--- src/rtl/mmio_uart_tx.sv ---
// Memory-mapped UART transmitter: bus-writable byte FIFO feeding an 8N1 serial shifter.
// Registers: DATA (0), STATUS (1), DIVISOR (2), CTRL (3); registered read data.
module mmio_uart_tx #(
    parameter int          FIFO_DEPTH  = 16,
    parameter logic [15:0] DIV_DEFAULT = 16'd434,
    parameter int          ADDR_W      = 5
) (
    input  logic              clk,
    input  logic              reset,
    input  logic              bus_cs,
    input  logic              bus_wr,
    input  logic              bus_rd,
    input  logic [ADDR_W-1:0] bus_addr,
    input  logic [31:0]       bus_wr_data,
    output logic [31:0]       bus_rd_data,
    output logic              tx,
    output logic              tx_irq
);
    localparam int PTR_W = $clog2(FIFO_DEPTH);
    localparam int CNT_W = PTR_W + 1;

    localparam logic [ADDR_W-1:0] OFF_DATA   = ADDR_W'(0);
    localparam logic [ADDR_W-1:0] OFF_STATUS = ADDR_W'(1);
    localparam logic [ADDR_W-1:0] OFF_DIV    = ADDR_W'(2);
    localparam logic [ADDR_W-1:0] OFF_CTRL   = ADDR_W'(3);

    typedef enum logic [1:0] {S_IDLE, S_START, S_DATA, S_STOP} state_t;

    state_t           state, state_n;
    logic [7:0]       mem [FIFO_DEPTH];
    logic [PTR_W-1:0] wr_ptr, rd_ptr;
    logic [CNT_W-1:0] count;
    logic [15:0]      divisor, div_eff, timer;
    logic [7:0]       shreg;
    logic [2:0]       bit_idx;
    logic             tx_en, ovf;
    logic             wr_cyc, rd_cyc, full, empty, push, pop, ovf_set, ovf_clr, bit_end, tx_n;
    logic [31:0]      rd_mux;
    logic [7:0]       cnt8;
    logic             unused_wr_bits;

    assign wr_cyc  = bus_cs & bus_wr;
    assign rd_cyc  = bus_cs & bus_rd & ~bus_wr;
    assign full    = (count == CNT_W'(FIFO_DEPTH));
    assign empty   = (count == '0);
    assign push    = wr_cyc && (bus_addr == OFF_DATA) && !full;
    assign ovf_set = wr_cyc && (bus_addr == OFF_DATA) && full;
    assign ovf_clr = wr_cyc && (bus_addr == OFF_STATUS) && bus_wr_data[3];
    assign div_eff = (divisor < 16'd2) ? 16'd1 : divisor;
    assign bit_end = (timer == 16'd0);
    assign cnt8    = 8'(count);
    assign tx_irq  = empty && (state == S_IDLE);
    assign unused_wr_bits = ^bus_wr_data[31:16];

    // NOTE: FIFO storage has no reset; emptiness is defined by the pointers/count alone.
    always_ff @(posedge clk) begin
        if (push) mem[wr_ptr] <= bus_wr_data[7:0];
    end

    // NOTE: all clocked state uses non-blocking assignments so every register samples pre-edge values.
    always_ff @(posedge clk or posedge reset) begin
        if (reset) begin
            wr_ptr <= '0;
            rd_ptr <= '0;
            count  <= '0;
        end else begin
            if (push) wr_ptr <= wr_ptr + 1'b1;
            if (pop)  rd_ptr <= rd_ptr + 1'b1;
            case ({push, pop})
                2'b10:   count <= count + 1'b1;
                2'b01:   count <= count - 1'b1;
                default: count <= count;
            endcase
        end
    end

    always_ff @(posedge clk or posedge reset) begin
        if (reset) begin
            divisor <= DIV_DEFAULT;
            tx_en   <= 1'b1;
            ovf     <= 1'b0;
        end else begin
            if (wr_cyc && bus_addr == OFF_DIV)  divisor <= bus_wr_data[15:0];
            if (wr_cyc && bus_addr == OFF_CTRL) tx_en   <= bus_wr_data[0];
            if (ovf_set)      ovf <= 1'b1;
            else if (ovf_clr) ovf <= 1'b0;
        end
    end

    // NOTE: every signal driven here gets a default first, so no path can infer a latch.
    always_comb begin
        state_n = state;
        pop     = 1'b0;
        tx_n    = 1'b1;
        case (state)
            S_IDLE: begin
                if (!empty && tx_en) begin
                    pop     = 1'b1;
                    state_n = S_START;
                end
            end
            S_START: begin
                tx_n = 1'b0;
                if (bit_end) state_n = S_DATA;
            end
            S_DATA: begin
                tx_n = shreg[0];
                if (bit_end && bit_idx == 3'd7) state_n = S_STOP;
            end
            S_STOP: begin
                if (bit_end) state_n = S_IDLE;
            end
            default: state_n = S_IDLE;
        endcase
    end

    always_ff @(posedge clk or posedge reset) begin
        if (reset) begin
            state   <= S_IDLE;
            timer   <= '0;
            shreg   <= '0;
            bit_idx <= '0;
            tx      <= 1'b1;
        end else begin
            state <= state_n;
            tx    <= tx_n;
            if (pop) begin
                shreg   <= mem[rd_ptr];
                timer   <= div_eff - 16'd1;
                bit_idx <= '0;
            end else if (state != S_IDLE) begin
                if (bit_end) begin
                    // Each bit reloads from the live divisor, so a mid-frame write applies at the next bit.
                    timer <= div_eff - 16'd1;
                    if (state == S_DATA) begin
                        shreg   <= shreg >> 1;
                        bit_idx <= bit_idx + 3'd1;
                    end
                end else begin
                    timer <= timer - 16'd1;
                end
            end
        end
    end

    always_comb begin
        rd_mux = '0;
        case (bus_addr)
            OFF_STATUS: rd_mux = {16'd0, cnt8, 4'd0, ovf, empty, full, state != S_IDLE};
            OFF_DIV:    rd_mux = {16'd0, divisor};
            OFF_CTRL:   rd_mux = {31'd0, tx_en};
            default:    rd_mux = '0;
        endcase
    end

    always_ff @(posedge clk or posedge reset) begin
        if (reset)       bus_rd_data <= '0;
        else if (rd_cyc) bus_rd_data <= rd_mux;
    end
endmodule

--- config.mk ---
export PLATFORM = sky130hd
export DESIGN_NAME = mmio_uart_tx
export DESIGN_NICKNAME = d
export VERILOG_FILES = /design/src/rtl/mmio_uart_tx.sv
export SDC_FILE = /design/constraint.sdc
export NUM_CORES = 1
export LEC_CHECK = 0
export CAP_MARGIN = 5
export CORE_ASPECT_RATIO = 0.8
export CORE_UTILIZATION = 60
export DETAILED_ROUTE_END_ITERATION = 16
export PLACE_DENSITY = 0.82
export SLEW_MARGIN = 20
export SYNTH_ARGS = -nofsm -noshare
export SYNTH_HDL_FRONTEND = slang
export SYNTH_SLANG_ARGS = --single-unit
--- constraint.sdc ---
create_clock -name clk -period 4.69 [get_ports clk]
set_clock_uncertainty 0.2 [all_clocks]
set_input_delay 0.469 -clock clk [delete_from_list [all_inputs] [get_ports clk]]
set_output_delay 0.469 -clock clk [all_outputs]
set_load 0.005 [all_outputs]
* After elaboration in Yosys (flattened, before gate mapping)
Memory sizes are Yosys's and may differ from the RTL's.
Index checks and enable logic that the tools add are counted.
** Word-level totals
- Register bits after elaboration :: 93
- Memory bits (writable) :: 128
- Input bits :: 42
- Output and inout bits :: 34
- Word-level logic and storage cells :: 89
- Memories :: 1
** Memories
- mem :: words 16, width 8, read ports 1, clocked after memory_dff 0, wr ports 1, line 30 : logic [7:0] mem [FIFO_DEPTH];
** Cells by class
- Add/subtract/negate cells :: 7
- Magnitude comparators :: 1
- Equality and inequality tests :: 14
- Mux-type cells :: 26
- Bitwise gates (word level) :: 4
- Reductions and logical operators :: 24
** Operator list (count)
- 2-to-1 mux 16 bit :: 4
- case mux 16 bit (3 select lines) :: 1
- 2-to-1 mux 8 bit :: 4
- subtractor 16 x 1 -> 16 bit (second input constant) :: 2
- zero test 16 bit :: 1
- less-than comparator 16 x 2 -> 1 bit (second input constant) :: 1
- 2-to-1 mux 3 bit :: 4
- nonzero test 2 bit :: 6
- equality test 5 x 2 -> 1 bit (second input constant) :: 2
- logical AND 1 bit :: 10
- zero test 5 bit :: 2
- case mux 5 bit (2 select lines) :: 1
- adder 4 x 1 -> 4 bit (second input constant) :: 2
- 2-to-1 mux 2 bit :: 4
- case mux 2 bit (4 select lines) :: 1
- equality test 2 bit (second input constant) :: 3
- 2-to-1 mux 1 bit :: 6
- inequality test 2 bit (second input constant) :: 3
- adder 5 x 1 -> 5 bit (second input constant) :: 1
- equality test 5 x 1 -> 1 bit (second input constant) :: 1
- equality test 5 bit (second input constant) :: 1
- subtractor 5 x 1 -> 5 bit (second input constant) :: 1
- equality test 2 x 1 -> 1 bit (second input constant) :: 2
- AND reduction 4 bit :: 1
- 9 further kinds :: 12

* Longest topological paths before layout
Gate-level depths: netlist of the first run.
- Word-level depth :: 7
- Mapped depth :: 13
- Gate-level depth less buffers :: 12

* Worst setup path before layout of the first run
OpenSTA, ideal clock, no wires.
- Path kind :: input -> register
- From :: input bus_addr[4]
- To :: register count[4]
- Library setup time :: 0.079 ns
- Arrival :: 2.990 ns
- Required time :: 4.411 ns
- Slack :: 1.421 ns
- Stages on the path :: 12
- Buffers on the path :: 1
- Cells stage by stage :: or3_1 clkbuf_1 nor3_1 nor3b_2 inv_1 ha_1 ha_1 nor2b_1 o21ai_0 a21oi_1 nor3_1 xor2_1
** On the way
- Longest elaborated chain between the ends :: 5
- Elaborated cells on any way between the ends :: 7
- Classes of those cells :: eq/ne (2); mux (1); reduce/logical (4)
** Ends and longest elaborated chain
- start: declaration :: line 13 : input logic [ADDR_W-1:0] bus_addr,
- zero test 5 bit * :: line 46 : assign push = wr_cyc && (bus_addr == OFF_DATA) && !full;
- logical AND 1 bit * (2 in a row) :: line 46
- equality test 2 x 1 -> 1 bit / equality test 2 bit (equally long branches) :: line 69 : case ({push, pop})
- case mux 5 bit (2 select lines) / nonzero test 2 bit (equally long branches)
- end signal: assignment :: line 70 : 2'b10: count <= count + 1'b1;
- end signal: assignment :: line 71 : 2'b01: count <= count - 1'b1;
- end signal: assignment :: line 72 : default: count <= count;
- end: declaration :: line 32 : logic [CNT_W-1:0] count;
Mark *: on every way between the ends. The rest lies on a longest branch, timed or not.
A chain may end at the register's enable or synchronous reset.

* Worst setup path in the final report of the first run
- From :: register count[0]
- To :: register count[4]
** On the way
- Longest elaborated chain between the ends :: 7
- Elaborated cells on any way between the ends :: 14
- Classes of those cells :: add/sub (2); eq/ne (3); mux (3); reduce/logical (6)
** Ends and longest elaborated chain
- zero test 5 bit :: line 45 : assign empty = (count == '0);
- zero test 1 bit :: line 97 : if (!empty && tx_en) begin
- logical AND 1 bit :: line 97
- 2-to-1 mux 1 bit :: line 97
- 2-to-1 mux 1 bit :: line 95 : case (state)
- equality test 2 x 1 -> 1 bit / equality test 2 bit (equally long branches) :: line 69
- case mux 5 bit (2 select lines) / nonzero test 2 bit (equally long branches)
Parallel ways exist; a longest one is shown, timed or not.

==> reports/qor.csv, run 1 <==
metric;value;unit
sequential cell area;5780;sq um
Core Box Area;15100;sq um
Worst Path Class, Setup;reg2reg;
Layout fillers;950;
Hold Crit Class;in2async;
GPL Wtd Cong;0.845;
Least-Margin Pin Slew;0.885;ns
Final Max Slew Viols;0;
Die Ht;113;microns
Post-CTS Setup Bufs;0;
average size of a mapped cell;14.0;sq um
#FFs+latches synth;205;
largest net degree at the start of global routing;33;
launching element type of the critical path;register;
sequential area share after synthesis;62.2;%
Max-Cap Viols;0;
first-pass GRT wire length;32.8;mm
initial antenna violation count;0;
die width;141;microns
H-tree depth;1;
non-filler cells in the finished layout;935;
clk_lat worst skew;0.50;ns
WL final;20.9;mm
Final Critical Period;3.42;ns
die area;16000;sq um
Cell variety after synth;68;
Pre-Repair DR Iteration Count;5;
total CTS buffers;21;
CTS clk-pin slew, worst paths;0.06;ns
Post-Syn Area;9290;sq um
CP max FO;26;
area of the multi-input gates;3220;sq um
yosys synthesis warning count;0;
Avg WL per Cell;22.4;microns
IO buf count;43;
Post-synth ARST share;37.6;%
endpoint type of the worst setup path;register;
maximum vdd ir drop;0.000338;V
DRC violations left;0;
RSZ-0062 raised after global routing;no;
clock root buffer;clkbuf_16;
I/O Pins;76;
Starting Density;61.7;%
Slew headroom;41.0;%
Leak;3.93;nW
cell area power density;512;nW/um^2
Tot GR Track Use;27.5;%
Post-CTS Resized;0;
clk buf depth;3;
Post-synth EDFFs;128;
TritonCTS sink count;205;
FMAX;0.292;GHz
Fin Setup TNS;0;ns
Hold Fails Final Rpt;0;
worst path arrival time;3.64;ns
Area Overhead vs Synth;13.4;%
hold-fix buffers at CTS;0;
Mapped Cells;666;
ANT cells;0;
share of cells above drive strength 1;16.1;%
number of global-route vias before repair;5908;
row count;40;
status;complete, no violations;
grt total ovfl;0;
antenna viol nets, final;0;
period utilization;73.0;%
CTS tree;yes;
Critical Path RT;4.91;ns
Synth Flop Type;edfxtp_1;
DR vias;5967;
Final nets;772;
Final Setup Violations;0;
dpl hpwl;13.7;mm
initial DRC count;705;
placed insts;898;
vias per cell;6.38;
==> layout by cell type, fill, tap and decap left out, types with 12 or more instances in the layout <==
| cell type | instances |
|---|---|
| nand2_1 | 48 |
| clkbuf_16 | 21 |
| edfxtp_1 | 128 |
| nor2_1 | 35 |
| a21oi_1 | 13 |
| mux4_2 | 32 |
| a22o_1 | 15 |
| nor3_1 | 19 |
| o21ai_0 | 41 |
| clkdlybuf4s50_1 | 43 |
| conb_1 | 16 |
| mux2i_1 | 12 |
| inv_1 | 18 |
| xnor2_1 | 13 |
| ha_1 | 18 |
| buf_4 | 15 |
| dfrtp_1 | 68 |
| mux2_2 | 14 |
==> worst max-delay path, cell delays in order (launching register included) <==
cell,delay (ns)
dfrtp_1,0.45
or4_1,0.59
o211ai_2,0.16
buf_4,0.23
inv_2,0.23
ha_1,0.31
ha_1,0.33
nor2b_1,0.14
o21ai_0,0.18
a21oi_1,0.10
nor3_1,0.23
xor2_1,0.18
==> flip-flops by register name, summed over array words and instances (netlist names), 4 cells and up <==
register	cells
mem	128
bus_rd_data	16
divisor	16
timer	16
shreg	8
count	5
rd_ptr	4
wr_ptr	4
==> synthesized netlist by cell type (3+ instances only) <==
cell type  number  area, sq um
nor3_1         19         95.1
nor4_1          8         50.1
a22o_1         15          131
dfrtp_1        70         1750
nand2_1        48          180
o211ai_1        3         22.5
a21o_1          3         22.5
mux2_2         14          158
nand2b_1        3         18.8
clkbuf_1       22         82.6
or3_1           5         31.3
and2_1          3         18.8
or4_1           6         45.0
mux2_1          5         56.3
edfxtp_1      128         3840
xnor2_1        13          114
nand3_1         8         40.0
mux2i_1        12          120
a221o_1         3         30.0
nand4_1         8         50.1
o21ai_0        41          205
buf_1           3         11.3
buf_4          18          135
a211oi_1        5         37.5
a21oi_1        13         65.1
mux4_2         32          721
a22oi_1         8         60.1
nor2_1         35          131
xor2_1          8         70.1
nor2b_1         6         37.5
inv_1          19         71.3
ha_1           18          225
buf_2           7         35.0
o21ai_1         7         35.0
dfstp_2         7          184
==> cell families after synthesis <==
kind of cell | share of synthesized area [%]
AO/OA/AOI/OAI | 8.48
XOR/XNOR | 1.98
adder cells (fa/ha/maj) | 2.64
buffers and inverters | 3.77
flip-flops | 62.2
multiplexers | 11.3
other | 0.0403
AND/OR/NAND/NOR | 9.56
==> final cells by class <==
| class | count | share of cell area [%] |
|---|---|---|
| clock buffer | 25 | 5.13 |
| inverter | 20 | 0.713 |
| multi-input combinational | 405 | 30.6 |
| timing repair buffer | 58 | 5.15 |
| tap | 210 | 2.49 |
| sequential | 205 | 54.9 |
| clock inverter | 12 | 1.07 |
==> through the flow <==
step	utilization, %	area (sq um)	hold WS [ns]	worst slack [ns]	power (W)
finish	69.9	10500	0.206	1.27	0.00540
global route	69.9	10500	0.280	1.03	0.00565
CTS	69.9	10500	0.228	1.27	0.00540
detailed placement	65.6	9880	0.272	0.895	0.00379
global placement	65.6	9880	0.269	1.05	0.00371
floorplan	-	9350	0.263	1.42	0.00339
==> worst paths after layout <==
kind                            startpoint              end  cells after the start  slack, ns
max                               count[0]         count[4]                     11       1.27
min                                  reset       bit_idx[0]                      2       0.21
max reg2reg                       count[0]         count[4]                     11       1.27
min reg2reg                bus_rd_data[10]  bus_rd_data[10]                      2       0.28
max in group asynchronous            reset            tx_en                      3       3.21
min in group clk           bus_rd_data[10]  bus_rd_data[10]                      2       0.28
==> power by group <==
part | switching [W] | internal, W | total, W
combinational | 0.000701 | 0.000674 | 0.00138
sequential | 0.000316 | 0.00211 | 0.00242
clock | 0.000665 | 0.000935 | 0.00160
==> per-layer routing <==
metal / global-route usage [%] / routed length, microns / vias up
met1: 39.4 / 8720 / 3012
met5: 0 / 0 / -
met4: 7.46 / 421 / 0
met2: 43.3 / 10000 / 322
li1: - / - / 2589
met3: 5.92 / 1780 / 44
No activity file was read; power rests on OpenSTA's default activity.
==> inputs of run 2 (changes only) <==
- CORE_UTILIZATION: 60 -> 53
- PLACE_DENSITY: 0.82 -> 0.77
- clock period: 4.69 -> 2.9 ns (I/O delays scaled with it)
==> run 2 against run 1 <==
  * Sequential share of layout area shrank 1.8 points
  * Cell area up 3.5%
  * Via count down 0.97%
  * Core utilization down 5.3 points
  * Clock power grew 48%
  * Sequential power is 55% higher
  * Combinational power rose by 88%
  * Power rose by 61%
  * Hold slack got worse by 0.20 ns
  * Maximum frequency grew 22%
==> reports/qor.csv, run 2 (same netlist as run 1, synthesis figures left out) <==
metric;value;unit
Post-Place Setup Slack;-0.210;ns
initial DRC count;597;
maximum vdd ir drop;0.000418;V
Avg WL per Cell;20.8;microns
Leak;4.11;nW
Post-CTS Setup Bufs;0;
die area;18100;sq um
WL final;20.4;mm
clk_lat worst skew;0.48;ns
Max-Cap Viols;0;
FMAX;0.357;GHz
Die Ht;120;microns
Worst path max stage delay;0.54;ns
endpoint type of the worst setup path;register;
most common cell after layout, fill and taps aside;edfxtp_1;
CTS clk-pin slew, worst paths;0.06;ns
dpl hpwl;13.7;mm
TritonCTS sink count;205;
ANT cells;0;
R2R cell count;10;
cell area power density;798;nW/um^2
Hold Slack;0.00997;ns
Hold Crit Class;in2async;
Final Max Slew Viols;0;
clk buf depth;3;
row count;42;
Reg2Reg Setup Slack;0.1;ns
largest net degree at the start of global routing;78;
Setup crit start;count[2];
Area Overhead vs Synth;17.3;%
Layout fillers;1142;
Critical Path RT;3.05;ns
launching element type of the critical path;register;
final setup margin;0.0974;ns
combinational share of power;29.8;%
antenna viol nets, final;0;
Pre-Repair DR Iteration Count;5;
total CTS buffers;21;
Final Critical Period;2.80;ns
Largest register FFs;128;
Least-Margin Pin Slew;0.724;ns
Critical R2R Launch;count[2];
Core Box Area;16900;sq um
I/O Pins;76;
status;complete, no violations;
switching share of power;31.3;%
Hold Fails Final Rpt;0;
crit-path cells;or4_4 -> o211ai_4 -> inv_2 -> ha_2 -> ha_1 -> nor2b_2 -> o21ai_1 -> and3_1 -> nor3_2 -> xor2_1;
CP max FO;5;
FF-to-FF End;count[4];
crit path to;count[4];
Pint;0.00598;W
Final Setup Violations;0;
IO buf count;43;
period utilization;96.6;%
commonest non-fill, non-tap cells in the layout;edfxtp_1, dfrtp_1, nand2_1;
Post-CTS Resized;1;
clock power share;27.2;%
Final nets;809;
share of cells above drive strength 1;21.0;%
DRC violations left;0;
die width;150;microns
initial antenna violation count;0;
Starting Density;55.1;%
worst path arrival time;2.96;ns
vias per cell;6.02;
DR vias;5909;
clock root buffer;clkbuf_16;
GPL Wtd Cong;0.891;
grt total ovfl;0;
Top reg by flops;mem;
Sw Pwr;0.00273;W
hold-fix buffers at CTS;0;
RSZ-0062 raised after global routing;yes;
number of global-route vias before repair;5891;
Worst Path Class, Setup;reg2reg;
sequential share of power;43.0;%
Tot GR Track Use;23.7;%
H-tree depth;1;
slowest cell on the critical path;or4_4;
Slew headroom;51.6;%
CTS tree;yes;
first-pass GRT wire length;32.3;mm
-- run 2: power groups by stage --
| stage | Clock, W | Sequential (W) | Combinational [W] |
|---|---|---|---|
| 6_report | 0.00237 | 0.00374 | 0.00259 |
| 5_1_grt | 0.00251 | 0.00378 | 0.00283 |
| 3_5_place_dp | 0 | 0.00377 | 0.00252 |
| 4_1_cts | 0.00239 | 0.00372 | 0.00253 |
| 2_1_floorplan | 0 | 0.00367 | 0.00183 |
| 3_3_place_gp | 0 | 0.00374 | 0.00242 |
-- run 2: per-layer routing --
| layer | share of wire, % | GRT usage [%] | vias to the layer above |
|---|---|---|---|
| met2 | 46 | 35.4 | 302 |
| met3 | 8.5 | 5.21 | 38 |
| li1 | - | - | 2656 |
| met5 | 0 | 0 | - |
| met1 | 43 | 35.5 | 2913 |
| met4 | 2.3 | 5.56 | 0 |
-- run 2: worst min path at each step --
| stage | start | to | slack (ns) | depth (start not counted) |
|---|---|---|---|---|
| floorplan | bus_wr_data[0] | mem[0][0] | 0.19 | 0 |
| global placement | bus_rd_data[13] | bus_rd_data[13] | 0.27 | 2 |
| detailed placement | bus_rd_data[7] | bus_rd_data[7] | 0.28 | 2 |
| CTS | reset | timer[9] | 0.04 | 3 |
| global route | reset | bit_idx[2] | 0.06 | 3 |
| finish | reset | bit_idx[2] | 0.01 | 3 |
-- run 2: final cells by class --
| cell class | count | area [sq um] | share of cell area (%) |
|---|---|---|---|
| clock inverter | 11 | 46.3 | 0.425 |
| timing repair buffer | 95 | 875 | 8.02 |
| tap | 220 | 275 | 2.52 |
| clock buffer | 26 | 544 | 4.99 |
| sequential | 205 | 5780 | 53.0 |
| multi-input combinational | 405 | 3300 | 30.3 |
| inverter | 20 | 75.1 | 0.689 |
-- run 2: worst max-delay path, delay by kind of cell (launching register included) --
kind / cells / cell delay (ns)
flip-flops: 1 / 0.46
AO/OA/AOI/OAI: 2 / 0.36
adder cells (fa/ha/maj): 2 / 0.49
AND/OR/NAND/NOR: 4 / 0.94
buffers and inverters: 1 / 0.09
XOR/XNOR: 1 / 0.13
-- run 2: metrics by stage --
step / util, % / TNS [ns] / area (sq um) / std cells / power [W]
after floorplan: - / 0 / 9370 / 681 / 0.00549
after global placement: 60.7 / -0.107 / 10200 / 945 / 0.00616
after detailed placement: 60.7 / -0.317 / 10200 / 945 / 0.00629
after CTS: 64.2 / 0 / 10800 / 982 / 0.00864
after global routing: 64.6 / -0.0538 / 10900 / 982 / 0.00912
final: 64.6 / 0 / 10900 / 982 / 0.00870
